--- config.mk ---
export PLATFORM = sky130hd
export DESIGN_NAME = pipe_mdu
export DESIGN_NICKNAME = d
export VERILOG_FILES = /design/src/rtl/pipe_mdu_pkg.sv /design/src/rtl/pipe_mdu_abs.sv /design/src/rtl/pipe_mdu.sv
export SDC_FILE = /design/constraint.sdc
export NUM_CORES = 1
export LEC_CHECK = 0
export CAP_MARGIN = 20
export CORE_MARGIN = 2
export CORE_UTILIZATION = 64
export DETAILED_ROUTE_END_ITERATION = 16
export PLACE_DENSITY = 0.85
export SKIP_CTS_REPAIR_TIMING = 1
export SYNTH_ARGS = -nofsm -noshare
export SYNTH_HDL_FRONTEND = slang
export SYNTH_SLANG_ARGS = --single-unit
--- constraint.sdc ---
create_clock -name clk -period 4.9 [get_ports clk]
set_input_delay 1.225 -clock clk [delete_from_list [all_inputs] [get_ports clk]]
set_output_delay 1.225 -clock clk [all_outputs]
set_load 0.02 [all_outputs]
--- src/rtl/pipe_mdu_pkg.sv ---
// Shared types for the iterative multiply/divide unit: operation codes,
// controller states and the default datapath width.
package pipe_mdu_pkg;

    localparam int MDU_WIDTH = 32;

    typedef enum logic [2:0] {
        MULT  = 3'd0,
        MULTU = 3'd1,
        DIV   = 3'd2,
        DIVU  = 3'd3,
        MTHI  = 3'd4,
        MTLO  = 3'd5
    } op_e;

    typedef enum logic [1:0] {
        IDLE    = 2'd0,
        MUL_RUN = 2'd1,
        DIV_RUN = 2'd2,
        FIXUP   = 2'd3
    } state_e;

endpackage

--- src/rtl/pipe_mdu_abs.sv ---
// Conditional two's-complement negate: y = neg ? -x : x.
// Used to take operand magnitudes and to restore result signs.
module pipe_mdu_abs #(
    parameter int W = 32
) (
    input  logic [W-1:0] x,
    input  logic         neg,
    output logic [W-1:0] y
);

    assign y = neg ? (~x + W'(1)) : x;

endmodule

--- src/rtl/pipe_mdu.sv ---
// pipe_mdu: iterative multiply/divide unit with architectural HI/LO.
// Signed ops run on magnitudes; the sign is restored in a single FIXUP
// cycle. STEPS must equal WIDTH (one result bit per iteration).
module pipe_mdu
    import pipe_mdu_pkg::*;
#(
    parameter int WIDTH = MDU_WIDTH,
    parameter int STEPS = MDU_WIDTH
) (
    input  logic             clk,
    input  logic             rst_n,
    input  logic             start,
    input  op_e              op,
    input  logic [WIDTH-1:0] a,
    input  logic [WIDTH-1:0] b,
    input  logic             abort,
    input  logic             rd_hi,
    output logic             busy,
    output logic             done,
    output logic [WIDTH-1:0] hi,
    output logic [WIDTH-1:0] lo,
    output logic [WIDTH-1:0] mdu_out
);

    localparam int            CW   = (STEPS > 1) ? $clog2(STEPS) : 1;
    localparam logic [CW-1:0] LAST = CW'(STEPS - 1);

    state_e               state;
    logic [CW-1:0]        cnt;
    logic [2*WIDTH-1:0]   acc;       // {partial product, remaining multiplier bits}
    logic [WIDTH-1:0]     mcand;
    logic [WIDTH-1:0]     divisor;
    logic [WIDTH-1:0]     rem;
    logic [WIDTH-1:0]     quo;       // dividend shifts out the top, quotient bits in the bottom
    logic                 sign_a;
    logic                 sign_b;
    logic                 is_div;

    logic                 signed_op;
    logic [WIDTH-1:0]     a_mag;
    logic [WIDTH-1:0]     b_mag;
    logic [2*WIDTH-1:0]   prod_fix;
    logic [WIDTH-1:0]     quo_fix;
    logic [WIDTH-1:0]     rem_fix;
    logic [WIDTH:0]       mul_sum;
    logic [WIDTH:0]       div_shift;
    logic                 div_fit;

    assign signed_op = (op == MULT) || (op == DIV);

    // Operand magnitudes at capture; unsigned ops pass through untouched.
    pipe_mdu_abs #(.W(WIDTH)) u_abs_a (
        .x   (a),
        .neg (signed_op & a[WIDTH-1]),
        .y   (a_mag)
    );

    pipe_mdu_abs #(.W(WIDTH)) u_abs_b (
        .x   (b),
        .neg (signed_op & b[WIDTH-1]),
        .y   (b_mag)
    );

    // Sign restoration; sign flags are only ever set for signed ops.
    pipe_mdu_abs #(.W(2*WIDTH)) u_fix_prod (
        .x   (acc),
        .neg (sign_a ^ sign_b),
        .y   (prod_fix)
    );

    pipe_mdu_abs #(.W(WIDTH)) u_fix_quo (
        .x   (quo),
        .neg (sign_a ^ sign_b),
        .y   (quo_fix)
    );

    pipe_mdu_abs #(.W(WIDTH)) u_fix_rem (
        .x   (rem),
        .neg (sign_a),
        .y   (rem_fix)
    );

    // One shift-add step: add multiplicand into the upper half when the
    // current multiplier bit is set; the carry becomes the new top bit.
    assign mul_sum = {1'b0, acc[2*WIDTH-1:WIDTH]} + (acc[0] ? {1'b0, mcand} : '0);

    // One restoring step: bring the next dividend bit into the remainder.
    assign div_shift = {rem, quo[WIDTH-1]};
    assign div_fit   = div_shift >= {1'b0, divisor};

    assign mdu_out = rd_hi ? hi : lo;

    // Controller and datapath: launch, iterate, fix up signs, commit HI/LO.
    always_ff @(posedge clk or negedge rst_n) begin
        if (!rst_n) begin
            state   <= IDLE;
            cnt     <= '0;
            acc     <= '0;
            mcand   <= '0;
            divisor <= '0;
            rem     <= '0;
            quo     <= '0;
            sign_a  <= 1'b0;
            sign_b  <= 1'b0;
            is_div  <= 1'b0;
            hi      <= '0;
            lo      <= '0;
            busy    <= 1'b0;
            done    <= 1'b0;
        end else begin
            done <= 1'b0;
            if (state != IDLE && abort) begin
                // Flush drops the in-flight op without touching HI/LO.
                state <= IDLE;
                busy  <= 1'b0;
            end else begin
                case (state)
                    IDLE: begin
                        if (start && !abort) begin
                            case (op)
                                MTHI: begin
                                    hi   <= a;
                                    done <= 1'b1;
                                end
                                MTLO: begin
                                    lo   <= a;
                                    done <= 1'b1;
                                end
                                MULT, MULTU: begin
                                    mcand  <= a_mag;
                                    acc    <= {{WIDTH{1'b0}}, b_mag};
                                    sign_a <= signed_op & a[WIDTH-1];
                                    sign_b <= signed_op & b[WIDTH-1];
                                    is_div <= 1'b0;
                                    cnt    <= '0;
                                    busy   <= 1'b1;
                                    state  <= MUL_RUN;
                                end
                                DIV, DIVU: begin
                                    if (b == '0) begin
                                        // Divide by zero completes at once with fixed results.
                                        lo   <= '1;
                                        hi   <= a;
                                        done <= 1'b1;
                                    end else begin
                                        quo     <= a_mag;
                                        divisor <= b_mag;
                                        rem     <= '0;
                                        sign_a  <= signed_op & a[WIDTH-1];
                                        sign_b  <= signed_op & b[WIDTH-1];
                                        is_div  <= 1'b1;
                                        cnt     <= '0;
                                        busy    <= 1'b1;
                                        state   <= DIV_RUN;
                                    end
                                end
                                default: ;
                            endcase
                        end
                    end
                    MUL_RUN: begin
                        acc <= {mul_sum, acc[WIDTH-1:1]};
                        cnt <= cnt + CW'(1);
                        if (cnt == LAST) state <= FIXUP;
                    end
                    DIV_RUN: begin
                        rem <= WIDTH'(div_fit ? div_shift - {1'b0, divisor} : div_shift);
                        quo <= {quo[WIDTH-2:0], div_fit};
                        cnt <= cnt + CW'(1);
                        if (cnt == LAST) state <= FIXUP;
                    end
                    FIXUP: begin
                        if (is_div) begin
                            hi <= rem_fix;
                            lo <= quo_fix;
                        end else begin
                            hi <= prod_fix[2*WIDTH-1:WIDTH];
                            lo <= prod_fix[WIDTH-1:0];
                        end
                        done  <= 1'b1;
                        busy  <= 1'b0;
                        state <= IDLE;
                    end
                    default: state <= IDLE;
                endcase
            end
        end
    end

endmodule

* Word level (Yosys, flattened, before mapping)
Index checks and enable logic that the tools add are counted.
** Word-level totals
- Input port bits :: 72
- Word-level logic and storage cells :: 138
- Register bits :: 268
** Operators by class
- Bitwise logic cells :: 10
- Order comparisons :: 1
- Reductions and logical operators :: 28
- $add $sub $neg :: 8
- Equal/unequal tests :: 23
- Mux-type cells :: 54
** Operators by type and width (count)
- 2-to-1 mux 32 bit :: 19
- case mux 32 bit (2 select lines) :: 6
- 2-to-1 mux 64 bit :: 3
- adder 32 x 1 -> 32 bit, second input constant :: 4
- NOT 32 bit :: 4
- case mux 64 bit (2 select lines) :: 1
- adder 64 x 1 -> 64 bit, second input constant :: 1
- NOT 64 bit :: 1
- adder 32 x 32 -> 33 bit :: 1
- >= comparator 33 x 32 -> 1 bit :: 1
- logical NOT 32 bit :: 1
- subtractor 32 bit :: 1
- AND reduction 5 bit :: 6
- case mux 5 bit (2 select lines) :: 2
- AND reduction 4 bit :: 4
- case mux 1 bit (2 select lines) :: 7
- != test 3 x 1 -> 1 bit, second input constant :: 4
- nonzero test 2 bit :: 6
- 2-to-1 mux 5 bit :: 2
- != test 3 bit, second input constant :: 3
- 2-to-1 mux 1 bit :: 8
- 2-to-1 mux 2 bit :: 4
- OR reduction 2 bit :: 4
- equality test 3 x 2 -> 1 bit, second input constant :: 2
- 21 further kinds :: 29

* Depth between registers and ports, before layout
- Word-level depth :: 8
- Mapped depth :: 14
- Depth with buffers taken out :: 13

* Hierarchy
A second synthesis with hierarchy kept.
** Second synthesis, totals
- Cell total of the unflattened synthesis :: 2368
- Area, all modules :: 21069.0 µm²
** Modules (own cells, without submodules)
- pipe_mdu :: sequential area each 6706.4 µm², area each 16311.9 µm², cells an instance 1766, times used 1
- pipe_mdu_abs (u_abs_a ...) :: sequential area each 0.0 µm², area each 777.0 µm², cells an instance 99, times used 4
- pipe_mdu_abs (u_fix_prod) :: sequential area each 0.0 µm², area each 1649.1 µm², cells an instance 206, times used 1

* Worst setup path before layout
OpenSTA, ideal clock, no wires.
- Kind :: input to register
- Start :: input a[2]
- End :: register mcand[29]
- Path buffers :: 2
- Cell stages on the path :: 10
- Slack :: 1249 ps
- Arrival time :: 3526 ps
- Library setup time :: 125 ps
- Required time :: 4775 ps
- Cell sequence :: buf_6 or4_4 buf_6 nor4_4 and2_4 nand2_2 or4_4 o41ai_4 xnor2_1 mux2_2
** On the way
- Cells in the longest elaborated chain, start to end :: 3
** Ends and longest elaborated chain
- from (decl) :: line pipe_mdu.sv:14 : input logic [WIDTH-1:0] a,
- NOT 32 bit :: line pipe_mdu_abs.sv:11 : assign y = neg ? (~x + W'(1)) : x;
- adder 32 x 1 -> 32 bit :: line pipe_mdu_abs.sv:11
- 2-to-1 mux 32 bit :: line pipe_mdu_abs.sv:11
- to (signal assigned) :: line pipe_mdu.sv:130 : mcand <= a_mag;
- to (decl) :: line pipe_mdu.sv:31 : logic [WIDTH-1:0] mcand;
Every way passes these cells.
A chain may end at the register's enable or synchronous reset.

* Final worst setup path
- Start :: input rd_hi
- End :: output mdu_out[5]
** On the way
- Cells in the longest elaborated chain, start to end :: 1
** Ends and longest elaborated chain
- from (decl) :: line pipe_mdu.sv:17 : input logic rd_hi,
- 2-to-1 mux 32 bit :: line pipe_mdu.sv:91 : assign mdu_out = rd_hi ? hi : lo;
- to (decl) :: line pipe_mdu.sv:22 : output logic [WIDTH-1:0] mdu_out
Every way passes these cells.

==> reports/results.md <==
| Metric | Value |
|---|---|
| Fill cell count | 2247 |
| Share of the clock period used by the worst path | 0.875 |
| Antenna violations before repair | 5 |
| Clock tree from TritonCTS | yes |
| Length in cells of the worst reg-to-reg path | 10 |
| Final hold vios | 0 |
| Switching Share | 0.496 |
| Bufs on Longest Clock Path | 3 |
| Relative area change from synthesis to final layout | 15.3% |
| Highest Clock Rate | 0.233 GHz |
| Setup repair after global routing missed its margin | no |
| Max VDD drop | 448 uV |
| Total core area | 30700 sq um |
| Total wirelength of the detailed-routed design | 72.2 mm |
| Net total in the final layout | 2673 |
| Drt initial violations | 2450 |
| Total power divided by cell area | 699 nW/um^2 |
| Final period demand of the worst path | 4.29 ns |
| Post-synthesis area per instance | 8.29 sq um |
| Synthesized cell area | 20100 sq um |
| Clock latency on the worst-skew pair | 0.57 ns |
| Beginning of the worst register-to-register path | rem[15] |
| Library cell contributing the largest single delay on the critical path | clkdlybuf4s50_1 |
| Worst relative slew slack | 0.325 |
| Wire length of the first global-routing pass | 110 mm |
| Count of endpoints failing setup in the final report | 0 |
| Share of the yosys chip area belonging to registers | 0.334 |
| EDFF count, synth | 0 |
| Remaining global-route overflow | 0 |
| Number of iterations in the first detailed-routing pass | 6 |
| RD Place Congestion | 1.11 |
| Share of final-layout standard cells stronger than drive strength 1 | 0.0810 |
| Combinational share of power | 0.586 |
| Hold endpoint | mcand[24] |
| Number of warnings reported in the yosys synthesis log | 0 |
| Slew of the pin with the lowest slew margin | 1.01 ns |
| Die X | 181 microns |
| Top-level port count | 170 |
| Top FF cell, synth | dfrtp_1 |
| Worst hold-check path type | reg -> reg |
| Number of antenna-violating nets in the routed design | 0 |
| Count of unique library cells instantiated by Yosys | 87 |
| CP Data Arrival Time | 3.06 ns |
| Startpoint class of the critical path | primary input |
| Maximum Capacitance Violations | 0 |
| FF+latch area | 6710 sq um |
| Required time of the critical path | 3.67 ns |
| Site row count | 64 |
| Flop pwr share | 0.265 |
| Async S/R FF share, synth | 1.00 |
| Worst Setup Path Type | in -> out |
| Reg-to-reg critical path endpoint | rem[19] |
| Nets in the synthesized netlist | 2578 |
| Status | completed |
| Number of instances in the synthesized netlist | 2426 |
| Static leakage | 0.0102 uW |
| IO Port Bufs | 169 |
| Cell seen most often among critical-path stages | clkdlybuf4s50_1 |
| Post-Synth Simple-Gate Area | 0.179 |
| Adder and majority cell fraction of the synthesized area | 0.0505 |
| R2R Setup Slk | 0.67 ns |
| Element type at the critical path end | output port |
| Routed wire per std cell | 24.5 microns |
| Placed Instances | 2883 |
| Depth of the worst hold-timing path | 1 |
| Largest fanout of any net on the critical path | 32 |
| Combined area of the multi-input logic cells | 12600 sq um |
| Internal power component | 8170 uW |
| Sum of negative setup slack | 0 ns |
| Crit-path cells | clkdlybuf4s50_1, buf_4, mux2_2, clkdlybuf4s50_1 |
| Largest stage delay on the critical path | 0.56 ns |
| Finished Cell Area | 23200 sq um |
| Most common cell after layout, fill and taps aside | nand2_1 |
| Share of total power in the clock network | 0.149 |
| Vias in the first global route | 18700 |
| Setup slack at placement | 0.177 ns |
| Main combinational cell family by area after synthesis | compound AO/OA/AOI/OAI gates |
| Start point of the worst min-delay path | mcand[24] |
| HPWL after DPL | 54.9 mm |
| Xor and xnor fraction of the mapped netlist area | 0.0989 |
| TritonCTS Buffers | 31 |
| Die height | 181 microns |
| Number of synthesized register bits | 268 |
| PnR worst setup slack | 0.614 ns |
| H-tree lvl count | 1 |
| Root buffer selected by CTS | clkbuf_16 |
| Multiplexer area fraction after synthesis | 0.0729 |
| Clk sinks | 268 |
| Commonest cells after routing, fill and taps aside | nand2_1 (277), dfrtp_1 (267), o21ai_0 (253) |
| Starting Density | 0.654 |
| Number of standard cells in the layout, taps in and fillers out | 2945 |
| Area enclosed by the die boundary | 32900 sq um |
| Standard cell area after detailed placement | 22100 sq um |
| Overall fraction of global-route tracks in use | 0.433 |
| Clock transition at the registers of the reported paths | 0.06 ns |
| Via-to-Cell Ratio | 6.75 |
| Setup clock skew after layout | 0.0133 ns |
| Vias after detailed routing | 19900 |
| Compound-gate portion of the synthesized area | 0.222 |
| Slew Limit Fails | 0 |
| Net switching power | 8040 uW |
| Largest net degree at the start of global routing | 115 |
| DRC violations left | 0 |
==> metal layers <==
layer,GRT usage,part of all wire
met1,0.527,0.37
met2,0.706,0.46
met3,0.0871,0.10
met4,0.271,0.077
met5,0,0
==> area by class of cell <==
type,instances,area share
Timing Repair Buffer,206,0.0879
Antenna cell,5,0.000540
Sequential cell,268,0.289
Tap cell,396,0.0214
Multi-Input combinational cell,1938,0.543
Inverter,76,0.0123
Clock buffer,44,0.0394
Clock inverter,12,0.00621
==> per-stage QoR <==
| stage | hold WS (ns) | util | total power [uW] |
|---|---|---|---|
| floorplan | 0.442 | - | 10100 |
| global placement | 0.460 | 0.719 | 13100 |
| detailed placement | 0.487 | 0.719 | 13400 |
| CTS | 0.501 | 0.753 | 15800 |
| global route | 0.515 | 0.754 | 17000 |
| finish | 0.499 | 0.754 | 16200 |
==> synth_stat cells, drive strengths merged (4+ instances only) <==
library cell,count,area share
a31o,4,0.0017
xor2,122,0.053
or4,25,0.010
o21ai,290,0.072
nand2b,20,0.0062
nand3b,7,0.0026
nor3,43,0.011
nor3b,4,0.0015
or2,10,0.0031
mux2,66,0.037
mux2i,70,0.035
ha,78,0.049
nand4,11,0.0034
a31oi,23,0.0072
o311ai,6,0.0026
nor2,188,0.035
a21oi,195,0.049
o31ai,45,0.017
buf,38,0.0093
nand3,32,0.0082
a21o,37,0.014
o22ai,27,0.0084
and2,43,0.014
o21bai,6,0.0022
o21a,15,0.0056
o41ai,19,0.0096
clkbuf,106,0.020
o211ai,12,0.0045
xnor2,105,0.046
dfrtp,268,0.33
a211o,6,0.0026
a211oi,20,0.0077
a221oi,5,0.0025
inv,74,0.014
or3,23,0.0074
nand2,279,0.052
and3,28,0.0087
nor4,18,0.0082
a41oi,6,0.0026
nor2b,14,0.0044
==> how the worst max path moves through the flow <==
stage	startpoint	to	slack [ns]	cells past startpoint
2_1_floorplan	a[2]	mcand[29]	1.25	10
3_3_place_gp	b[20]	hi[27]	0.28	11
3_5_place_dp	b[20]	hi[29]	0.18	11
4_1_cts	rd_hi	mdu_out[25]	0.62	4
5_1_grt	rem[15]	rem[19]	0.45	10
6_report	rd_hi	mdu_out[5]	0.61	4
==> sequential cells by signal, summed over array words and instances, names as in the netlist <==
register	count
divisor	32
quo	32
done	1
busy	1
is_div	1
sign_b	1
mcand	32
sign_a	1
rem	32
hi	32
lo	32
acc	64
state	2
cnt	5
==> critical path: cells and delay by family <==
family | cells | cell delay (ns)
muxes | 1 | 0.40
buffers and inverters | 3 | 1.42
==> power groups by stage <==
stage	Sequential, uW	Combinational, uW	Clock [uW]
3_5_place_dp	4270	9110	0
6_report	4290	9500	2420
5_1_grt	4390	10100	2510
4_1_cts	4240	9190	2410
2_1_floorplan	4130	5930	0
3_3_place_gp	4220	8850	0
==> cells by family after synthesis <==
family | Yosys count
adder cells (fa/ha/maj) | 80
buffers and inverters | 220
AO/OA/AOI/OAI | 743
multiplexers | 137
XOR/XNOR | 227
flip-flops | 268
AND/OR/NAND/NOR | 751
No activity file was read; power rests on OpenSTA's default activity.
